<file path="src/rtl/auto_player.sv">
`timescale 1ns/1ps
`default_nettype none
// ============================================================================
// Module   : auto_player
// Purpose  : Watches the memory game's sequence LEDs, records each symbol and
//            replays them as timed one-hot key presses when play_led rises.
// Revision : 1.0 - initial release
// ============================================================================

module auto_player #(
    parameter int MAX_LEN      = 100,
    parameter int DWELL        = 32,
    parameter int PRESS_CYCLES = 8,
    parameter int GAP_CYCLES   = 8
) (
    input  logic       clk,
    input  logic       rst_n,
    input  logic       enable,
    input  logic       play_led,
    input  logic [3:0] key_leds,
    output logic [3:0] keys_out,
    output logic [7:0] seq_len,
    output logic       busy,
    output logic       overflow
);

    localparam int c_AW   = (MAX_LEN > 1) ? $clog2(MAX_LEN) : 1;
    localparam int c_DW   = (DWELL > 2) ? $clog2(DWELL) : 1;
    localparam int c_TMAX = (PRESS_CYCLES > GAP_CYCLES) ? PRESS_CYCLES : GAP_CYCLES;
    localparam int c_TW   = (c_TMAX > 2) ? $clog2(c_TMAX) : 1;

    localparam logic [7:0]      c_MAX        = 8'(MAX_LEN);
    localparam logic [c_DW-1:0] c_DWELL_LAST = c_DW'(DWELL - 1);
    localparam logic [c_TW-1:0] c_PRESS_LAST = c_TW'(PRESS_CYCLES - 1);
    localparam logic [c_TW-1:0] c_GAP_LAST   = c_TW'(GAP_CYCLES - 1);

    typedef enum logic [2:0] {
        ST_IDLE    = 3'd0,
        ST_CAPTURE = 3'd1,
        ST_PRESS   = 3'd2,
        ST_RELEASE = 3'd3,
        ST_DONE    = 3'd4
    } state_t;

    state_t          r_state,    w_state;
    logic [3:0]      r_keys,     w_keys;
    logic [7:0]      r_seq_len,  w_seq_len;
    logic            r_overflow, w_overflow;
    logic [c_DW-1:0] r_dwell,    w_dwell;
    logic [7:0]      r_index,    w_index;
    logic [c_TW-1:0] r_timer,    w_timer;
    logic [3:0]      r_prev_leds;
    logic            r_play_d;
    logic [1:0]      r_buf [0:MAX_LEN-1];

    logic            w_onehot, w_same, w_sample, w_rise, w_full;
    logic            w_wr_en, w_fwd;
    logic [1:0]      w_sym, w_press_sym;

    assign w_onehot = (key_leds == 4'b0001) || (key_leds == 4'b0010) ||
                      (key_leds == 4'b0100) || (key_leds == 4'b1000);
    assign w_same   = w_onehot && (key_leds == r_prev_leds);
    // The rising-edge cycle still samples, so a symbol completing then is kept.
    assign w_sample = ~play_led | ~r_play_d;
    assign w_rise   = play_led & ~r_play_d;
    assign w_full   = (r_seq_len == c_MAX);

    always_comb begin
        w_sym = 2'd0;
        case (key_leds)
            4'b0010: w_sym = 2'd1;
            4'b0100: w_sym = 2'd2;
            4'b1000: w_sym = 2'd3;
            default: w_sym = 2'd0;
        endcase
    end

    always_comb begin
        w_state    = r_state;
        w_seq_len  = r_seq_len;
        w_overflow = r_overflow;
        w_dwell    = '0;
        w_index    = r_index;
        w_timer    = r_timer;
        w_wr_en    = 1'b0;
        w_fwd      = 1'b0;

        if (!enable) begin
            w_state   = ST_IDLE;
            w_seq_len = 8'd0;
            w_index   = 8'd0;
            w_timer   = '0;
        end else begin
            case (r_state)
                ST_IDLE: begin
                    w_state    = ST_CAPTURE;
                    w_seq_len  = 8'd0;
                    w_overflow = 1'b0;
                end
                ST_CAPTURE: begin
                    if (w_sample && w_onehot) begin
                        // Counter holds cycles seen so far, so a fresh value starts at 1
                        // and a steady LED yields exactly one symbol per DWELL cycles.
                        if (w_same && (r_dwell == c_DWELL_LAST)) begin
                            if (w_full) begin
                                w_overflow = 1'b1;
                            end else begin
                                w_wr_en   = 1'b1;
                                w_seq_len = r_seq_len + 8'd1;
                            end
                        end else if (w_same) begin
                            w_dwell = r_dwell + c_DW'(1);
                        end else begin
                            w_dwell = c_DW'(1);
                        end
                    end
                    if (w_rise) begin
                        w_index = 8'd0;
                        w_timer = '0;
                        w_dwell = '0;
                        if (w_seq_len != 8'd0) begin
                            w_state = ST_PRESS;
                            w_fwd   = (r_seq_len == 8'd0);
                        end else begin
                            w_state = ST_DONE;
                        end
                    end
                end
                ST_PRESS, ST_RELEASE: begin
                    if (!play_led) begin
                        w_state   = ST_CAPTURE;
                        w_seq_len = 8'd0;
                        w_index   = 8'd0;
                        w_timer   = '0;
                    end else if (r_state == ST_PRESS) begin
                        if (r_timer == c_PRESS_LAST) begin
                            w_state = ST_RELEASE;
                            w_timer = '0;
                        end else begin
                            w_timer = r_timer + c_TW'(1);
                        end
                    end else if (r_timer == c_GAP_LAST) begin
                        w_timer = '0;
                        w_index = r_index + 8'd1;
                        w_state = ((r_index + 8'd1) == r_seq_len) ? ST_DONE : ST_PRESS;
                    end else begin
                        w_timer = r_timer + c_TW'(1);
                    end
                end
                ST_DONE: begin
                    if (!play_led) begin
                        w_state   = ST_CAPTURE;
                        w_seq_len = 8'd0;
                    end
                end
                default: w_state = ST_IDLE;
            endcase
        end

        w_press_sym = w_fwd ? w_sym : r_buf[w_index[c_AW-1:0]];
        w_keys      = (w_state == ST_PRESS) ? (4'b0001 << w_press_sym) : 4'b0000;
    end

    always_ff @(posedge clk or negedge rst_n) begin
        if (!rst_n) begin
            r_state     <= ST_IDLE;
            r_keys      <= 4'b0000;
            r_seq_len   <= 8'd0;
            r_overflow  <= 1'b0;
            r_dwell     <= '0;
            r_index     <= 8'd0;
            r_timer     <= '0;
            r_prev_leds <= 4'b0000;
            r_play_d    <= 1'b0;
        end else begin
            r_state     <= w_state;
            r_keys      <= w_keys;
            r_seq_len   <= w_seq_len;
            r_overflow  <= w_overflow;
            r_dwell     <= w_dwell;
            r_index     <= w_index;
            r_timer     <= w_timer;
            r_prev_leds <= key_leds;
            r_play_d    <= play_led;
        end
    end

    always_ff @(posedge clk) begin
        if (w_wr_en) begin
            r_buf[r_seq_len[c_AW-1:0]] <= w_sym;
        end
    end

    assign keys_out = r_keys;
    assign seq_len  = r_seq_len;
    assign overflow = r_overflow;
    assign busy     = (r_state == ST_PRESS) || (r_state == ST_RELEASE);

endmodule

`default_nettype wire
</file>
<file path="config.mk">
export PLATFORM = sky130hd
export DESIGN_NAME = auto_player
export DESIGN_NICKNAME = d
export VERILOG_FILES = /design/src/rtl/auto_player.sv
export SDC_FILE = /design/constraint.sdc
export NUM_CORES = 1
export LEC_CHECK = 0
export CAP_MARGIN = 10
export CELL_PAD_IN_SITES_DETAIL_PLACEMENT = 1
export CELL_PAD_IN_SITES_GLOBAL_PLACEMENT = 1
export CORE_MARGIN = 1.5
export CORE_UTILIZATION = 50
export CTS_BUF_LIST = sky130_fd_sc_hd__clkbuf_4 sky130_fd_sc_hd__clkbuf_8 sky130_fd_sc_hd__clkbuf_16
export DETAILED_ROUTE_END_ITERATION = 7
export PLACE_DENSITY_LB_ADDON = 0.25
export REMOVE_ABC_BUFFERS = 1
export SETUP_SLACK_MARGIN = 0.1
export SLEW_MARGIN = 20
export SYNTH_ARGS = -nofsm -noshare
export SYNTH_HDL_FRONTEND = slang
export SYNTH_SLANG_ARGS = --single-unit
</file>
<file path="constraint.sdc">
create_clock -name clk -period 4.33 [get_ports clk]
set_input_delay 0.866 -clock clk [delete_from_list [all_inputs] [get_ports clk]]
set_output_delay 0.866 -clock clk [all_outputs]
set_load 0.02 [all_outputs]
</file>
Word-level counts from Yosys, hierarchy flattened

Memories as Yosys holds them, arrays and structs flattened.
Index checks and enable logic that the tools add are counted.

Add/subtract/negate cells: 4
Equal/unequal tests: 23
Shift operators: 1
Mux-type cells: 53
Bitwise operators: 4
Reduce and logical (&&, ||, !) cells: 17

Operators with widths:

| cell                  | number |
|---|---|
| $mux W8               | 12 |
| $mux W3               | 13 |
| $mux W5               | 6 |
| $pmux W8 S3           | 1 |
| $add A8 B1 Y8 const B | 2 |
| $pmux W8 S2           | 1 |
| $mux W1               | 14 |
| $pmux W3 S4           | 1 |
| $eq A3 B2 Y1 const B  | 3 |
| $eq A8 B7 Y1 const B  | 1 |
| $eq A8 B8 Y1          | 1 |
| $logic_not A8 Y1      | 1 |
| $ne A4 B4 Y1 const B  | 2 |
| $reduce_bool A8 Y1    | 1 |
| $eq A3 B3 Y1 const B  | 2 |
| $ne A2 B2 Y1 const B  | 3 |
| $ne A3 B3 Y1 const B  | 2 |
| $pmux W2 S3           | 1 |
| $pmux W3 S2           | 1 |
| $add A5 B1 Y5 const B | 1 |
| $eq A5 B5 Y1 const B  | 1 |
| $reduce_and A5 Y1     | 1 |
| $eq A4 B1 Y1 const B  | 1 |
| $eq A4 B2 Y1 const B  | 1 |
| 22 further kinds      | 29 |

Bits in registers: 37
RAM bits: 200
Bits of input ports: 8
Output and inout bits: 14
Logic and storage cells: 113
Memories kept: 1

Memory list:

| memory | words | width | rd ports | clocked after memory_dff | wr ports | RTL line | text |
|---|---|---|---|---|---|---|---|
| r_buf  | 100   | 2     | 1        | 0                        | 1        | 54       | `logic [1:0] r_buf [0:MAX_LEN-1];` |

Logic depth before layout (Yosys ltp)

Depth in word-level cells: 18
Depth in mapped cells: 16
Mapped depth without buffers: 13

Least setup slack after synthesis

Ideal clock, no wire load.

Path type: input to register
Start: in key_leds[3]
End: mem r_buf[0][1] (data pin)
Setup time: 0.967 ns
Arrival time: 5.017 ns
Required time: 3.363 ns
Path slack: -1.654 ns
Cell stages on the path: 3
Buffers on the path: 1
Path through: buf_2 -> xnor2_1 -> nor3_1

Word-level cells in the longest chain between the ends: 2
Elaborated cells on any way between the ends: 4
Those cells by class: eq/ne (3); mux (1)

Ends and longest elaborated chain:

| what                                 | RTL line | text |
|---|---|---|
| start: declaration                   | 20       | `input logic [3:0] key_leds,` |
| $eq A4 B4 Y1 (tied with other cells) | 70       | `case (key_leds)` |
| $pmux W2 S3 *                        | 70       |  |
| net w_sym[1]                         | 58       | `logic [1:0] w_sym, w_press_sym;` |
| end: declaration                     | 54       |  |

The timed path passes the listed nets; every way through them passes the cells marked *.

Worst setup path after layout

Start: in play_led
End: reg r_keys[0] (netlist: keys_out[0])

Word-level cells in the longest chain between the ends: 14
Elaborated cells on any way between the ends: 27
Those cells by class: eq/ne (1); shift (1); mux (19); bitwise (3); reduce/logical (2); memory (1)

Ends and longest elaborated chain:

| what                                                     | RTL line | text |
|---|---|---|
| start: declaration                                       | 19       | `input logic play_led,` |
| branches (longest 13 deep; another with $mem_v2 Z100 W2) | --       |  |
| $mux W4 *                                                | 161      | `w_keys = (w_state == ST_PRESS) ? (4'b0001 << w_press_sym) : 4'b0000;` |
| net w_keys[0]                                            | 46       | `logic [3:0] r_keys, w_keys;` |
| end signal: assignment                                   | 177      | `r_keys <= w_keys;` |
| end: declaration                                         | 46       |  |

Mark *: on every way through the listed nets, which the timed path passes. The select of a mux whose other input is x is not followed.
A chain may end at the register's enable or synchronous reset.

==> flow_metrics.tcl <==
set metrics [dict create \
    status "completed" \
    slew_headroom_pct 36.3 \
    reg2reg_slack_ns 0.35 \
    powerDensity_nw_per_um2 372 \
    synth.avg_cell_area_sq_um 12.2 \
    die_area_sq_um 23300 \
    postCtsHoldBufs 0 \
    drive_above_1_share_pct 14.5 \
    row_count 54 \
    p_leak_nw 4.20 \
    layout_min_cycle_time_ns 4.12 \
    critPathSlowestCell "clkdlybuf4s50_1" \
    cts_sinks 237 \
    start_kind "input pin" \
    cts_tree "done" \
    hold_viol_final 0 \
    final-setup-viol-count 0 \
    hold_path_class "in2async" \
    fmaxAchievable_mhz 243 \
    synth_edf_count 200 \
    first_pass_iters 5 \
    critPathArrivalTime_ns 4.54 \
    slew_viol_final 0 \
    rr_startpoint "r_state[1]" \
    synth_flop_cell "edfxtp_1" \
    ys_warn_count 0 \
    start_util_pct 51.2 \
    wl_per_cell_um 25.9 \
    grt_max_degree 103 \
    rsz0062_at_grt "no" \
    vias_per_cell 6.29 \
    dpl.hpwl_mm 22.1 \
    ys_seq_elements 237 \
    finalSetupTns_ns 0 \
    cp.required_ns 4.75 \
    max_cap_viol_count 0 \
    regToRegEndpoint "keys_out[0]" \
    netlist_area_sq_um 11200 \
    fillerInstances 2252 \
    path_class "in2reg" \
    antenna_cells 0 \
    root_buffer "clkbuf_16" \
    ys_async_sr_fraction_pct 15.6 \
    htree_levels 1 \
    vias 8016 \
    nets 992 \
    worstPathMaxFanout 25 \
    critPathMaxStageDelay_ns 0.54 \
    reg2reg_depth 13 \
    yosysSeqAreaShare_pct 61.8 \
    drc_errors 0 \
    cts_made_buffers 26 \
    grt_antenna_before_repair 0 \
    worst_clock_skew_ns 0.0174 \
    synth_cells 919 \
    worst_pin_slew_ns 0.949 \
    clock_latency_ns 0.54 \
    die_h_um 153 \
    grt_pass1_wl_mm 51.2 \
    routabilityCongestion 0.914 \
    grt.total_usage_pct 28.5 \
    grt_overflow 0 \
    critPathLaunch "play_led" \
    ant_nets 0 \
    regArea_sq_um 6930 \
    synth_cell_types 84 \
    endpoint "keys_out[0]" \
    coreArea_sq_um 21900 \
    port_buffers 21 \
    area_growth_pct 15.0 \
    crit_chain "clkdlybuf4s50_1 -> buf_4 -> nand4b_1 -> o31ai_4 -> nor2_2 -> inv_2 -> buf_12 -> buf_4 -> mux2i_1 -> mux2i_1 -> mux2_2 -> a41oi_1 -> nand4_1 -> o21ai_1 -> nor3b_1" \
    multi_input_area_sq_um 3930 \
    fin_ws_ns 0.208 \
    dieWidth_um 153 \
    fin_crit_sh_pct 95.2 \
    endpoint_kind "flip-flop" \
    cts_buffer_depth 3 \
    clk_pin_slew_ns 0.06 \
    pre_cts_ws_ns -0.225 \
    drt_iter0_markers 663 \
    grt_pass1_vias 8592 \
    wl_mm 33.0 \
    irDropWorstVdd_mv 0.349 \
    ios 22 \
]
==> per-stage QoR <==
step                      util (%)  total power, mW  std cells  hold WS, ns  area (sq um)
final                         58.9             4.80       1275        0.446         12900
after CTS                     58.9             4.81       1275        0.468         12900
after detailed placement      55.0             2.63       1229        0.508         12000
after global placement        55.0             2.63       1229        0.491         12000
after global routing          58.9             4.90       1275        0.486         12900
after floorplan                  -             2.58        862        0.472         10900
==> synthesized netlist by cell type (all sizes together) (6+ instances only) <==
cell type | number | area [sq um]
nand2 | 93 | 349
ha | 7 | 87.6
o21ai | 28 | 140
and3 | 9 | 56.3
nor2b | 7 | 51.3
nand4 | 13 | 81.3
inv | 18 | 67.6
xnor2 | 14 | 123
mux4 | 7 | 165
a211oi | 13 | 125
a211o | 6 | 52.6
mux2 | 7 | 78.8
nand3 | 47 | 235
a21boi | 6 | 45.0
buf | 29 | 191
a311oi | 7 | 78.8
mux2i | 59 | 591
edfxtp | 200 | 6010
a21oi | 15 | 78.8
nor3 | 10 | 50.1
o2111ai | 6 | 70.1
xor2 | 8 | 70.1
dfrtp | 37 | 926
a31oi | 9 | 56.3
clkbuf | 28 | 105
nor2 | 144 | 551
==> power breakdown <==
part | switching, mW | internal [mW] | leakage [nW] | total (mW)
Combinational | 0.0701 | 0.0303 | 1.82 | 0.100
Sequential | 0.00761 | 2.48 | 1.97 | 2.49
Clock | 0.919 | 1.29 | 0.407 | 2.21
Total | 0.996 | 3.80 | 4.20 | 4.80
==> layout make-up <==
class | count | area share [%]
repair buffers | 87 | 5.95
flip-flops and latches | 237 | 53.8
multi-input cells | 607 | 30.5
inverters | 18 | 0.524
clock inverters | 18 | 1.42
clock buffers | 28 | 5.16
well taps | 280 | 2.72
==> worst max-delay path, delay by kind of cell <==
family / cells / cell delay [ns]
AOI/OAI and AO/OA: 3 / 0.86
and+or+nand+nor: 4 / 0.80
buffers and inverters: 5 / 1.29
muxes: 3 / 0.71
==> layer usage <==
layer,vias up,part of all wire (%),track usage [%]
met2,284,49,47.6
li1,3547,-,-
met3,60,6.2,3.98
met5,-,0,0
met4,0,2.7,8.52
met1,4125,42,38.8
==> what timing repair did <==
| action | CTS | global route |
|---|---|---|
| gates resized for setup | 0 | 2 |
| buffers inserted | 0 | 0 |
| endpoints found under the setup margin | 0 | 2 |
==> logic make-up after synthesis <==
family,share of synthesized area [%]
compound gates,9.91
simple gates,15.1
mux,7.44
xor+xnor,1.72
fa+ha+maj,0.781
flops,61.8
buf+inv,3.25
==> state kept, by name (all words and copies together) (netlist names) <==
| register | count |
|---|---|
| r_index | 8 |
| r_state | 3 |
| overflow | 1 |
| keys_out | 4 |
| r_dwell | 5 |
| r_timer | 3 |
| r_buf | 200 |
| r_play_d | 1 |
| r_prev_leds | 4 |
| seq_len | 8 |
==> cells in the final DEF (no fill, tap or decap), types with 7 or more instances in the layout <==
cell type,n
a211oi_1,9
a21oi_1,14
a31oi_1,9
and3_1,9
buf_4,60
clkbuf_16,26
clkdlybuf4s50_1,20
clkinv_1,7
dfrtp_1,37
edfxtp_1,200
ha_1,7
inv_1,14
mux2_2,7
mux2i_1,59
nand2_1,93
nand3_1,47
nand4_1,13
nor2_1,142
nor3_1,9
o21ai_0,25
xnor2_1,14
xor2_1,8
==> worst min-delay path by stage <==
stage,slack (ns),startpoint,to,cells past startpoint
5_1_grt,0.49,rst_n,r_prev_leds[2],1
2_1_floorplan,0.47,r_timer[2],r_timer[2],1
6_report,0.45,rst_n,r_dwell[3],1
3_5_place_dp,0.51,r_timer[2],r_timer[2],1
3_3_place_gp,0.49,r_timer[2],r_timer[2],1
4_1_cts,0.47,rst_n,r_prev_leds[2],1
No activity file was read; power rests on OpenSTA's default activity.
